--- src/rtl/ciclo_bus_rtc_if.sv ---
// Multiplexed RTC bus bundle between the control side and ciclo_bus_rtc.
// master = command/RTC side, slave = bus-cycle generator.
interface ciclo_bus_rtc_if;
  logic       sync;
  logic [1:0] Control;
  logic [7:0] dir;
  logic [7:0] dato_esc;
  logic [7:0] ad_in;
  logic [7:0] ad_out;
  logic       ad_oe;
  logic       CS_n;
  logic       RD_n;
  logic       WR_n;
  logic       A_D;
  logic [7:0] dato_leido;
  logic       ocupado;
  logic       listo;
  logic       err_ocupado;

  modport master (
    output sync, Control, dir, dato_esc, ad_in,
    input  ad_out, ad_oe, CS_n, RD_n, WR_n, A_D,
    input  dato_leido, ocupado, listo, err_ocupado
  );

  modport slave (
    input  sync, Control, dir, dato_esc, ad_in,
    output ad_out, ad_oe, CS_n, RD_n, WR_n, A_D,
    output dato_leido, ocupado, listo, err_ocupado
  );
endinterface

--- src/rtl/ciclo_bus_rtc.sv ---
// RTC bus-cycle generator: address phase then data phase per command.
// Optional busy-request flag enabled by defining RTC_BUS_ERR_EN.
module ciclo_bus_rtc #(
  parameter int T_SET   = 2,
  parameter int T_PULSO = 8,
  parameter int T_HOLD  = 2
) (
  input  logic           reloj,
  input  logic           resetM,
  ciclo_bus_rtc_if.slave bus
);

  localparam logic [2:0] IDLE      = 3'd0;
  localparam logic [2:0] DIR_SET   = 3'd1;
  localparam logic [2:0] DIR_PULSO = 3'd2;
  localparam logic [2:0] DIR_HOLD  = 3'd3;
  localparam logic [2:0] DAT_SET   = 3'd4;
  localparam logic [2:0] DAT_PULSO = 3'd5;
  localparam logic [2:0] DAT_HOLD  = 3'd6;
  localparam logic [2:0] FIN       = 3'd7;

  localparam int TM1 = (T_SET > T_HOLD) ? T_SET : T_HOLD;
  localparam int TMAX = (T_PULSO > TM1) ? T_PULSO : TM1;
  localparam int CW = $clog2(TMAX + 1);

  localparam logic [CW-1:0] C_SET   = CW'(T_SET - 1);
  localparam logic [CW-1:0] C_PULSO = CW'(T_PULSO - 1);
  localparam logic [CW-1:0] C_HOLD  = CW'(T_HOLD - 1);

  logic [2:0]    state, state_n;
  logic [CW-1:0] cnt, cnt_n;
  logic          done;
  logic          op_wr, op_n;
  logic [7:0]    dir_q, dir_n;
  logic [7:0]    dat_q, dat_n;
  logic          req_ok, start;

  logic          cs_q, rd_q, wr_q, ad_q, oe_q, ocup_q, listo_q;
  logic          cs_d, rd_d, wr_d, ad_d, oe_d, ocup_d, listo_d;
  logic [7:0]    out_q, out_d;
  logic [7:0]    leido_q;
  logic          ld_rd;
  logic          in_dir, in_dat;

  assign req_ok = bus.sync &&
                  (bus.Control == 2'b01 || bus.Control == 2'b10);
  assign start  = req_ok && (state == IDLE);
  assign done   = (cnt == '0);

  always_comb begin
    state_n = state;
    cnt_n   = done ? cnt : cnt - CW'(1);
    unique case (state)
      IDLE: if (start) begin
        state_n = DIR_SET;
        cnt_n   = C_SET;
      end
      DIR_SET: if (done) begin
        state_n = DIR_PULSO;
        cnt_n   = C_PULSO;
      end
      DIR_PULSO: if (done) begin
        state_n = DIR_HOLD;
        cnt_n   = C_HOLD;
      end
      DIR_HOLD: if (done) begin
        state_n = DAT_SET;
        cnt_n   = C_SET;
      end
      DAT_SET: if (done) begin
        state_n = DAT_PULSO;
        cnt_n   = C_PULSO;
      end
      DAT_PULSO: if (done) begin
        state_n = DAT_HOLD;
        cnt_n   = C_HOLD;
      end
      DAT_HOLD: if (done) state_n = FIN;
      default: state_n = IDLE;
    endcase
  end

  // Command is captured on the start edge so outputs can use it at once.
  assign op_n  = start ? (bus.Control == 2'b10) : op_wr;
  assign dir_n = start ? bus.dir : dir_q;
  assign dat_n = start ? bus.dato_esc : dat_q;

  assign in_dir = (state_n == DIR_SET) || (state_n == DIR_PULSO) ||
                  (state_n == DIR_HOLD);
  assign in_dat = (state_n == DAT_SET) || (state_n == DAT_PULSO) ||
                  (state_n == DAT_HOLD);

  // Outputs are decoded from the next state and registered.
  always_comb begin
    cs_d    = 1'b1;
    rd_d    = 1'b1;
    wr_d    = 1'b1;
    ad_d    = ad_q;
    oe_d    = 1'b0;
    out_d   = out_q;
    ocup_d  = 1'b1;
    listo_d = 1'b0;
    unique case (1'b1)
      in_dir: begin
        cs_d  = 1'b0;
        ad_d  = 1'b0;
        oe_d  = 1'b1;
        out_d = dir_n;
        wr_d  = (state_n != DIR_PULSO);
      end
      in_dat: begin
        cs_d  = 1'b0;
        ad_d  = 1'b1;
        oe_d  = op_n;
        out_d = op_n ? dat_n : dir_n;
        wr_d  = !(op_n && state_n == DAT_PULSO);
        rd_d  = !(!op_n && state_n == DAT_PULSO);
      end
      (state_n == FIN): listo_d = 1'b1;
      default: ocup_d = 1'b0;
    endcase
  end

  assign ld_rd = (state == DAT_PULSO) && done && !op_wr;

  always_ff @(posedge reloj or negedge resetM) begin
    if (!resetM) begin
      state   <= IDLE;
      cnt     <= '0;
      op_wr   <= 1'b0;
      dir_q   <= 8'h00;
      dat_q   <= 8'h00;
      cs_q    <= 1'b1;
      rd_q    <= 1'b1;
      wr_q    <= 1'b1;
      ad_q    <= 1'b0;
      oe_q    <= 1'b0;
      out_q   <= 8'h00;
      ocup_q  <= 1'b0;
      listo_q <= 1'b0;
      leido_q <= 8'h00;
    end else begin
      state   <= state_n;
      cnt     <= cnt_n;
      op_wr   <= op_n;
      dir_q   <= dir_n;
      dat_q   <= dat_n;
      cs_q    <= cs_d;
      rd_q    <= rd_d;
      wr_q    <= wr_d;
      ad_q    <= ad_d;
      oe_q    <= oe_d;
      out_q   <= out_d;
      ocup_q  <= ocup_d;
      listo_q <= listo_d;
      if (ld_rd) leido_q <= bus.ad_in;
    end
  end

`ifdef RTC_BUS_ERR_EN
  logic err_q;

  always_ff @(posedge reloj or negedge resetM) begin
    if (!resetM) err_q <= 1'b0;
    else         err_q <= req_ok && (state != IDLE);
  end

  assign bus.err_ocupado = err_q;
`else
  assign bus.err_ocupado = 1'b0;
`endif

  assign bus.CS_n       = cs_q;
  assign bus.RD_n       = rd_q;
  assign bus.WR_n       = wr_q;
  assign bus.A_D        = ad_q;
  assign bus.ad_oe      = oe_q;
  assign bus.ad_out     = out_q;
  assign bus.ocupado    = ocup_q;
  assign bus.listo      = listo_q;
  assign bus.dato_leido = leido_q;

endmodule

--- src/flat_wrapper.sv ---
// flat-port wrapper written by rule: the top's interface ports become plain ports
module ciclo_bus_rtc_flat 
#(
  parameter int T_SET   = 2,
  parameter int T_PULSO = 8,
  parameter int T_HOLD  = 2
)
  (reloj, resetM, bus_sync, bus_Control, bus_dir, bus_dato_esc, bus_ad_in, bus_ad_out, bus_ad_oe, bus_CS_n, bus_RD_n, bus_WR_n, bus_A_D, bus_dato_leido, bus_ocupado, bus_listo, bus_err_ocupado);
  ciclo_bus_rtc_if bus_i ();
  input  logic reloj;
  input  logic resetM;
  input wire logic [$bits(bus_i.sync)-1:0] bus_sync;
  input wire logic [$bits(bus_i.Control)-1:0] bus_Control;
  input wire logic [$bits(bus_i.dir)-1:0] bus_dir;
  input wire logic [$bits(bus_i.dato_esc)-1:0] bus_dato_esc;
  input wire logic [$bits(bus_i.ad_in)-1:0] bus_ad_in;
  output wire logic [$bits(bus_i.ad_out)-1:0] bus_ad_out;
  output wire logic [$bits(bus_i.ad_oe)-1:0] bus_ad_oe;
  output wire logic [$bits(bus_i.CS_n)-1:0] bus_CS_n;
  output wire logic [$bits(bus_i.RD_n)-1:0] bus_RD_n;
  output wire logic [$bits(bus_i.WR_n)-1:0] bus_WR_n;
  output wire logic [$bits(bus_i.A_D)-1:0] bus_A_D;
  output wire logic [$bits(bus_i.dato_leido)-1:0] bus_dato_leido;
  output wire logic [$bits(bus_i.ocupado)-1:0] bus_ocupado;
  output wire logic [$bits(bus_i.listo)-1:0] bus_listo;
  output wire logic [$bits(bus_i.err_ocupado)-1:0] bus_err_ocupado;
  assign bus_i.sync = bus_sync;
  assign bus_i.Control = bus_Control;
  assign bus_i.dir = bus_dir;
  assign bus_i.dato_esc = bus_dato_esc;
  assign bus_i.ad_in = bus_ad_in;
  assign bus_ad_out = bus_i.ad_out;
  assign bus_ad_oe = bus_i.ad_oe;
  assign bus_CS_n = bus_i.CS_n;
  assign bus_RD_n = bus_i.RD_n;
  assign bus_WR_n = bus_i.WR_n;
  assign bus_A_D = bus_i.A_D;
  assign bus_dato_leido = bus_i.dato_leido;
  assign bus_ocupado = bus_i.ocupado;
  assign bus_listo = bus_i.listo;
  assign bus_err_ocupado = bus_i.err_ocupado;
  ciclo_bus_rtc #(.T_SET(T_SET), .T_PULSO(T_PULSO), .T_HOLD(T_HOLD)) u_core (.reloj(reloj), .resetM(resetM), .bus(bus_i));
endmodule
--- config.mk ---
export PLATFORM = sky130hd
export DESIGN_NAME = ciclo_bus_rtc_flat
export DESIGN_NICKNAME = d
export VERILOG_FILES = /design/src/rtl/ciclo_bus_rtc_if.sv /design/src/rtl/ciclo_bus_rtc.sv /design/src/flat_wrapper.sv
export SDC_FILE = /design/constraint.sdc
export NUM_CORES = 1
export LEC_CHECK = 0
export ABC_AREA = 1
export CELL_PAD_IN_SITES_DETAIL_PLACEMENT = 1
export CELL_PAD_IN_SITES_GLOBAL_PLACEMENT = 1
export CORE_ASPECT_RATIO = 0.5
export CORE_MARGIN = 1.5
export CORE_UTILIZATION = 33
export DETAILED_ROUTE_END_ITERATION = 7
export PLACE_DENSITY_LB_ADDON = 0.08
export SETUP_SLACK_MARGIN = 0.15
export SYNTH_ARGS = -nofsm -noshare
export SYNTH_HDL_FRONTEND = slang
export SYNTH_SLANG_ARGS = --single-unit
--- constraint.sdc ---
create_clock -name reloj -period 1.8 [get_ports reloj]
set_input_delay 0.36 -clock reloj [delete_from_list [all_inputs] [get_ports reloj]]
set_output_delay 0.36 -clock reloj [all_outputs]
set_load 0.01 [all_outputs]
==> results of run 1 <==
logic make-up (layout without fill, tap and decap cells):
group | Yosys count | count (layout) | synth area share, %
compound gates | 8 | 8 | 1.936
xor+xnor | 2 | 2 | 0.7749
fa+ha+maj | 3 | 3 | 1.660
buf+inv | 27 | 118 | 5.976
flops | 47 | 47 | 52.19
mux | 8 | 8 | 3.985
other cells | 1 | 1 | 0.1659
simple gates | 171 | 172 | 33.31
worst max path at each step:
| stage | start | end | slack (ns) | depth (start not counted) |
|---|---|---|---|---|
| after floorplan | bus_Control[0] | u_core.bus.ad_out[7] | 0.15 | 14 |
| after global placement | bus_Control[0] | u_core.bus.ad_out[5] | -0.41 | 13 |
| after detailed placement | bus_Control[1] | u_core.bus.ad_out[5] | -0.47 | 12 |
| after CTS | u_core.cnt[0] | u_core.bus.ad_out[5] | 0.15 | 14 |
| after global routing | u_core.cnt[0] | u_core.bus.ad_out[0] | 0.007 | 13 |
| final | u_core.cnt[0] | u_core.bus.ad_out[5] | 0.14 | 13 |
stage by stage:
step / area (µm²) / util (%) / hold WS [ns] / cells / power, µW
3_5_place_dp: 3013 / 45.32 / 0.3583 / 424 / 4433
5_1_grt: 3427 / 51.55 / 0.06433 / 451 / 6392
6_report: 3427 / 51.55 / 0.04257 / 451 / 5898
3_3_place_gp: 3013 / 45.32 / 0.3478 / 424 / 4315
2_1_floorplan: 2278 / - / 0.06441 / 267 / 3268
4_1_cts: 3298 / 49.61 / 0.05032 / 443 / 5643
placed cells by master (no fill, tap or decap):
cell / instances
buf_4: 31
xor2_1: 1
nor2_4: 2
clkdlybuf4s50_1: 44
conb_1: 1
clkbuf_16: 5
buf_6: 5
nor2_2: 2
inv_4: 1
clkbuf_1: 2
ha_1: 1
nor3_1: 3
o21ai_0: 3
a221oi_1: 1
nand4_1: 12
dfrtp_1: 41
dfrtp_2: 3
clkinv_2: 1
nand2_2: 17
nand2_4: 6
nor2_1: 3
o21ai_1: 1
inv_2: 8
buf_12: 3
xnor2_1: 1
ha_4: 2
dfstp_2: 3
buf_2: 3
dlygate4sd2_1: 4
mux2_2: 8
nand2_1: 103
a21oi_1: 3
buf_8: 1
inv_1: 10
nand3_1: 20
nand3_2: 3
nand3_4: 1
metal layers:
metal  vias up  part of all wire [%]  wire length (µm)
met4         0                  0.24                16
met3         2                   4.0               261
met2        42                    47              3111
met1      1040                    49              3195
li1       1035                     -                 -
met5         -                     0                 0
critical path: stages, from the launching register on:
cell,delay (ns)
dfrtp_1,0.39
inv_2,0.09
ha_4,0.16
nand2_4,0.08
inv_2,0.08
nand3_2,0.08
nand4_1,0.09
buf_4,0.15
nand2_4,0.06
buf_6,0.14
nand2_1,0.06
nand2_1,0.06
nand2_1,0.06
nand2_1,0.05
power groups by stage:
stage	registers, µW	clock network, µW	logic [µW]
floorplan	1800	0	1470
global placement	1730	0	2580
detailed placement	1750	0	2680
CTS	1730	935	2980
global route	1790	973	3630
finish	1730	901	3260
repair_timing:
action | 4_1_cts | 5_1_grt
buffers inserted | 10 | 7
setup endpoints to repair | 20 | 15
cloned | 1 | 1
resized for setup | 32 | 24
pin swaps | 13 | 13
synth_stat cells, types with 2 or more instances:
cell type  number
inv_2           3
nor3_1          3
dfrtp_1        44
nor2_1          4
o21ai_0         3
nand3_1        23
nand4_1        12
ha_1            3
nand2_1       117
nand2_2         7
buf_6           3
a21oi_1         3
buf_2           3
inv_1          16
buf_4           2
dfstp_2         3
mux2_2          8
nor2_4          2
state kept, by name, summed over array words and instances (netlist names):
name and flops:
u_core.bus.WR_n 1, u_core.state 3, u_core.op_wr 1, u_core.dat_q 8, u_core.bus.RD_n 1, u_core.bus.dato_leido 8
u_core.bus.CS_n 1, u_core.bus.ad_oe 1, u_core.bus.ad_out 8, u_core.bus.ocupado 1, u_core.cnt 4, u_core.bus.A_D 1
u_core.bus.listo 1, u_core.dir_q 8
area by class of cell:
class	count	area, µm²	share of cell area, %
tap	92	115.1	3.359
sequential	47	1184	34.54
inverter	19	73.82	2.154
timing repair buffer	91	854.6	24.94
clock buffer	7	132.6	3.870
clock inverter	1	5.005	0.1460
multi-input combinational	194	1062	31.00
==> flow_summary.toml, run 1 <==
[run_status]
status = "finished, final reports clean"

[finish]
area_delta_synth_final_pct = 51.58
fillers = 809
insertedDiodeCount = 0
final_nets = 390
drive_gt1_share_pct = 29.25

[sta]
finalHoldViolCount = 0
relSlewSlack_pct = 65.57
final.setup_skew_ns = 0.001799
clock.fmax_mhz = 602.8
grt_setup_unrepaired = "yes"
slew_viol_final = 0
timing.final.ws_setup_ns = 0.1409
finalSetupViolations = 0
worst_slew_pin_slew_ns = 0.5164
final.setup.tns_ns = 0
fin_crit_sh_pct = 92.17
period_minus_slack_ns = 1.659

[clock_network]
ctsRootBufferMaster = "clkbuf_16"
path_clk_slew_ns = 0.06
cts_tree = "built"
cts_buffers = 5
ctsHtreeMaxLevel = 2
cts_sinks = 47
hold_buffers = 0
clockBufferDepth = 2
clk_latency_ns = 0.29

[global_route]
grt.met3_usage_pct = 4.630
grtUsageMet2_pct = 32.65
first_global_vias = 2154
grt.met1_usage_pct = 23.81
grt_use_total_pct = 18.41
overflow = 0
grt_pass1_wl_um = 10310
grt_max_degree = 22
grt.busiest_layer = "met2"
antenna_found_initial = 0

[pwr]
ir_worst_vdd_v = 0.0005560
switching_share_pct = 39.81
p_clk_share_pct = 15.3
power_frac_comb_pct = 55.4
p_leak_uw = 0.001720
powerDensity_mw_per_mm2 = 1721
power_frac_seq_pct = 29.4
cell_internal_pwr_uw = 3550
p_switching_uw = 2348

[place]
portBuffers = 51
hpwl_um = 4597
gp_congestion = 0.7362
dpl_worst_slack_ns = -0.4723

[drt]
num_vias = 2119
first_iter_violations = 51
ant_nets = 0
wl_per_cell_um = 14.60
drc = 0
wirelength_um = 6584
via_per_inst = 4.698
first_pass_iters = 4

[critical_path]
cp.arrival_ns = 1.84
timing.rr.end = "u_core.bus.ad_out[5]"
cp_data_required_time_ns = 1.98
rrSetupSlack_ns = 0.14
crit_fanout = 8
r2r-start = "u_core.cnt[0]"
setup.worst_path.start_class = "register"
reg2reg_depth = 13
worst-setup-path-type = "reg2reg"
endpoint_kind = "register"

[floorplanning]
start_util_pct = 34.01
fp.coreArea_mm2 = 0.006648
die_area_mm2 = 0.007387
die_y_um = 61.53
ioPinCount = 53
num_rows = 21
fp.dieW_um = 120.1

[yosys]
yosysWarnings = 0
ys_ff_latch = 47
yosys-top-cells-area = "dfrtp_1 (49%), nand2_1 (19%), nand3_1 (5.1%), mux2_2 (4.0%), dfstp_2 (3.5%)"
synth_top_area_share_pct = 48.70
synth_edf_count = 0
netlist.top_cell.by_area = "dfrtp_1"
ys_seq_area_share_pct = 52.19
synthCells = 267
avgSynthCellArea_um2 = 8.468
synth_ff_type = "dfrtp_1"
synth_cell_type_count = 26
syn_nets = 299
syn_area_mm2 = 0.002261
async_flop_share_pct = 100.0

[min_path]
hold_class = "in2async"

[job]
cap_violations = 0
Power figures use the tool's default switching activity.
==> inputs of run 2 (changes only) <==
--- a/config.mk
+++ b/config.mk
@@ -12,7 +12,7 @@
 export CORE_MARGIN = 1.5
 export CORE_UTILIZATION = 33
 export DETAILED_ROUTE_END_ITERATION = 7
-export PLACE_DENSITY_LB_ADDON = 0.08
+export PLACE_DENSITY = 0.76
 export SETUP_SLACK_MARGIN = 0.15
 export SYNTH_ARGS = -nofsm -noshare
 export SYNTH_HDL_FRONTEND = slang
==> flow_summary.toml, run 2 (synthesized netlist as in run 1, its figures left out) <==
[run_status]
status = "finished, final reports clean"

[floorplanning]
die_y_um = 61.53
die_area_mm2 = 0.007387
ioPinCount = 53
num_rows = 21
start_util_pct = 34.01
fp.coreArea_mm2 = 0.006648
fp.dieW_um = 120.1

[sta]
clock.fmax_mhz = 593.6
final.setup.tns_ns = 0
grt_setup_unrepaired = "yes"
final.setup_skew_ns = 0.007634
fin_crit_sh_pct = 93.59
slew_viol_final = 0
finalHoldViolCount = 0
period_minus_slack_ns = 1.685
finalSetupViolations = 0

[drt]
wl_per_cell_um = 16.27
first_pass_iters = 4
via_per_inst = 4.829
first_iter_violations = 47
ant_nets = 0
wirelength_um = 7436
drc = 0
num_vias = 2207

[place]
hpwl_um = 4539
portBuffers = 51
gp_congestion = 0.8026

[global_route]
grt_use_total_pct = 19.29
overflow = 0
grt.met3_usage_pct = 4.352
grt_max_degree = 48
grt.met1_usage_pct = 21.97
antenna_found_initial = 0
first_global_vias = 2230
grtUsageMet2_pct = 36.00
grt_pass1_wl_um = 10810
grt.busiest_layer = "met2"

[job]
cap_violations = 0

[clock_network]
clockBufferDepth = 2
cts_tree = "built"
clk_latency_ns = 0.29
ctsRootBufferMaster = "clkbuf_16"
cts_buffers = 5
hold_buffers = 0
cts_sinks = 47
path_clk_slew_ns = 0.07
ctsHtreeMaxLevel = 2

[critical_path]
setup.worst_path.start_class = "register"
r2r-start = "u_core.cnt[0]"
crit_fanout = 5
reg2reg_depth = 12
cp.arrival_ns = 1.87
worst-setup-path-type = "reg2reg"
timing.rr.end = "u_core.bus.A_D"
endpoint_kind = "register"
rrSetupSlack_ns = 0.12
cp_data_required_time_ns = 1.98

[finish]
final_nets = 396
area_delta_synth_final_pct = 55.89
drive_gt1_share_pct = 31.23
layout_common_cells = "nand2_1 (100), clkdlybuf4s50_1 (44), dfrtp_1 (41)"
insertedDiodeCount = 0
layout_commonest_cell = "nand2_1"
regArea_mm2 = 0.001184
multiInputGateArea_mm2 = 0.001117
fillers = 798

[pwr]
ir_worst_vdd_v = 0.0005332
powerDensity_mw_per_mm2 = 1746
p_leak_uw = 0.001755
power_uw = 6154

[min_path]
hold_class = "in2async"
-- run 2: changes by cell type in the layout (fill, tap and decap cells not counted), sizes merged --
cell / before / now
buf: 43 / 46
clkbuf: 7 / 8
clkdlybuf4s15: 0 / 1
clkinv: 1 / 2
inv: 19 / 18
nand2: 126 / 127
-- run 2: critical path, stage by stage, from the launching register on --
cell and delay [ns]:
dfrtp_1 0.39, inv_2 0.08, ha_4 0.18, nand2_8 0.08, nand2_1 0.08, nand3_2 0.10
nand2_4 0.11, nand2_2 0.08, nand2_1 0.09, nand2_2 0.09, buf_4 0.15, o21ai_1 0.08
inv_1 0.05
-- run 2: worst max-delay path by stage --
| stage | from | to | slack, ns | cells past startpoint |
|---|---|---|---|---|
| after floorplan | bus_Control[0] | u_core.bus.ad_out[7] | 0.15 | 14 |
| after global placement | bus_Control[1] | u_core.bus.ad_out[6] | -0.33 | 13 |
| after detailed placement | bus_Control[1] | u_core.bus.ad_out[1] | -0.43 | 13 |
| after CTS | u_core.cnt[1] | u_core.bus.ad_out[4] | 0.15 | 11 |
| after global routing | u_core.cnt[0] | u_core.bus.A_D | 0.03 | 12 |
| final | u_core.cnt[0] | u_core.bus.A_D | 0.12 | 12 |
-- run 2: area by class of cell --
class,instances,area share (%)
clock inverter,1,0.1420
timing repair buffer,96,25.24
clock buffer,7,3.763
sequential,47,33.58
inverter,19,2.307
multi-input combinational,195,31.70
tap,92,3.266
-- run 2: report_power, final --
part	total [µW]	switching, µW	internal (µW)
Clock	908	394	514
Sequential	1750	229	1520
Combinational	3490	1910	1590
-- run 2: repair_timing --
item / CTS / global route
pin swaps: 16 / 17
setup buffers: 8 / 12
endpoints found under the setup margin: 23 / 21
cloned: 1 / 2
resized for setup: 36 / 29
-- run 2: layer usage --
metal | share of wire, % | wire, µm | vias to the layer above
li1 | - | - | 1052
met1 | 41 | 3072 | 1098
met2 | 53 | 3926 | 37
met3 | 3.1 | 234 | 20
met4 | 2.7 | 203 | 0
met5 | 0 | 0 | -
-- run 2: stage by stage --
step	std cells	worst slack (ns)	hold slack, ns	util (%)	cell area, µm²
floorplan	267	0.1544	0.06441	-	2278
global placement	426	-0.3341	0.3614	45.74	3040
detailed placement	426	-0.4252	0.3741	45.74	3040
CTS	443	0.1546	0.06292	49.99	3323
global route	457	0.03218	0.06758	53.02	3525
finish	457	0.1154	0.04860	53.02	3525
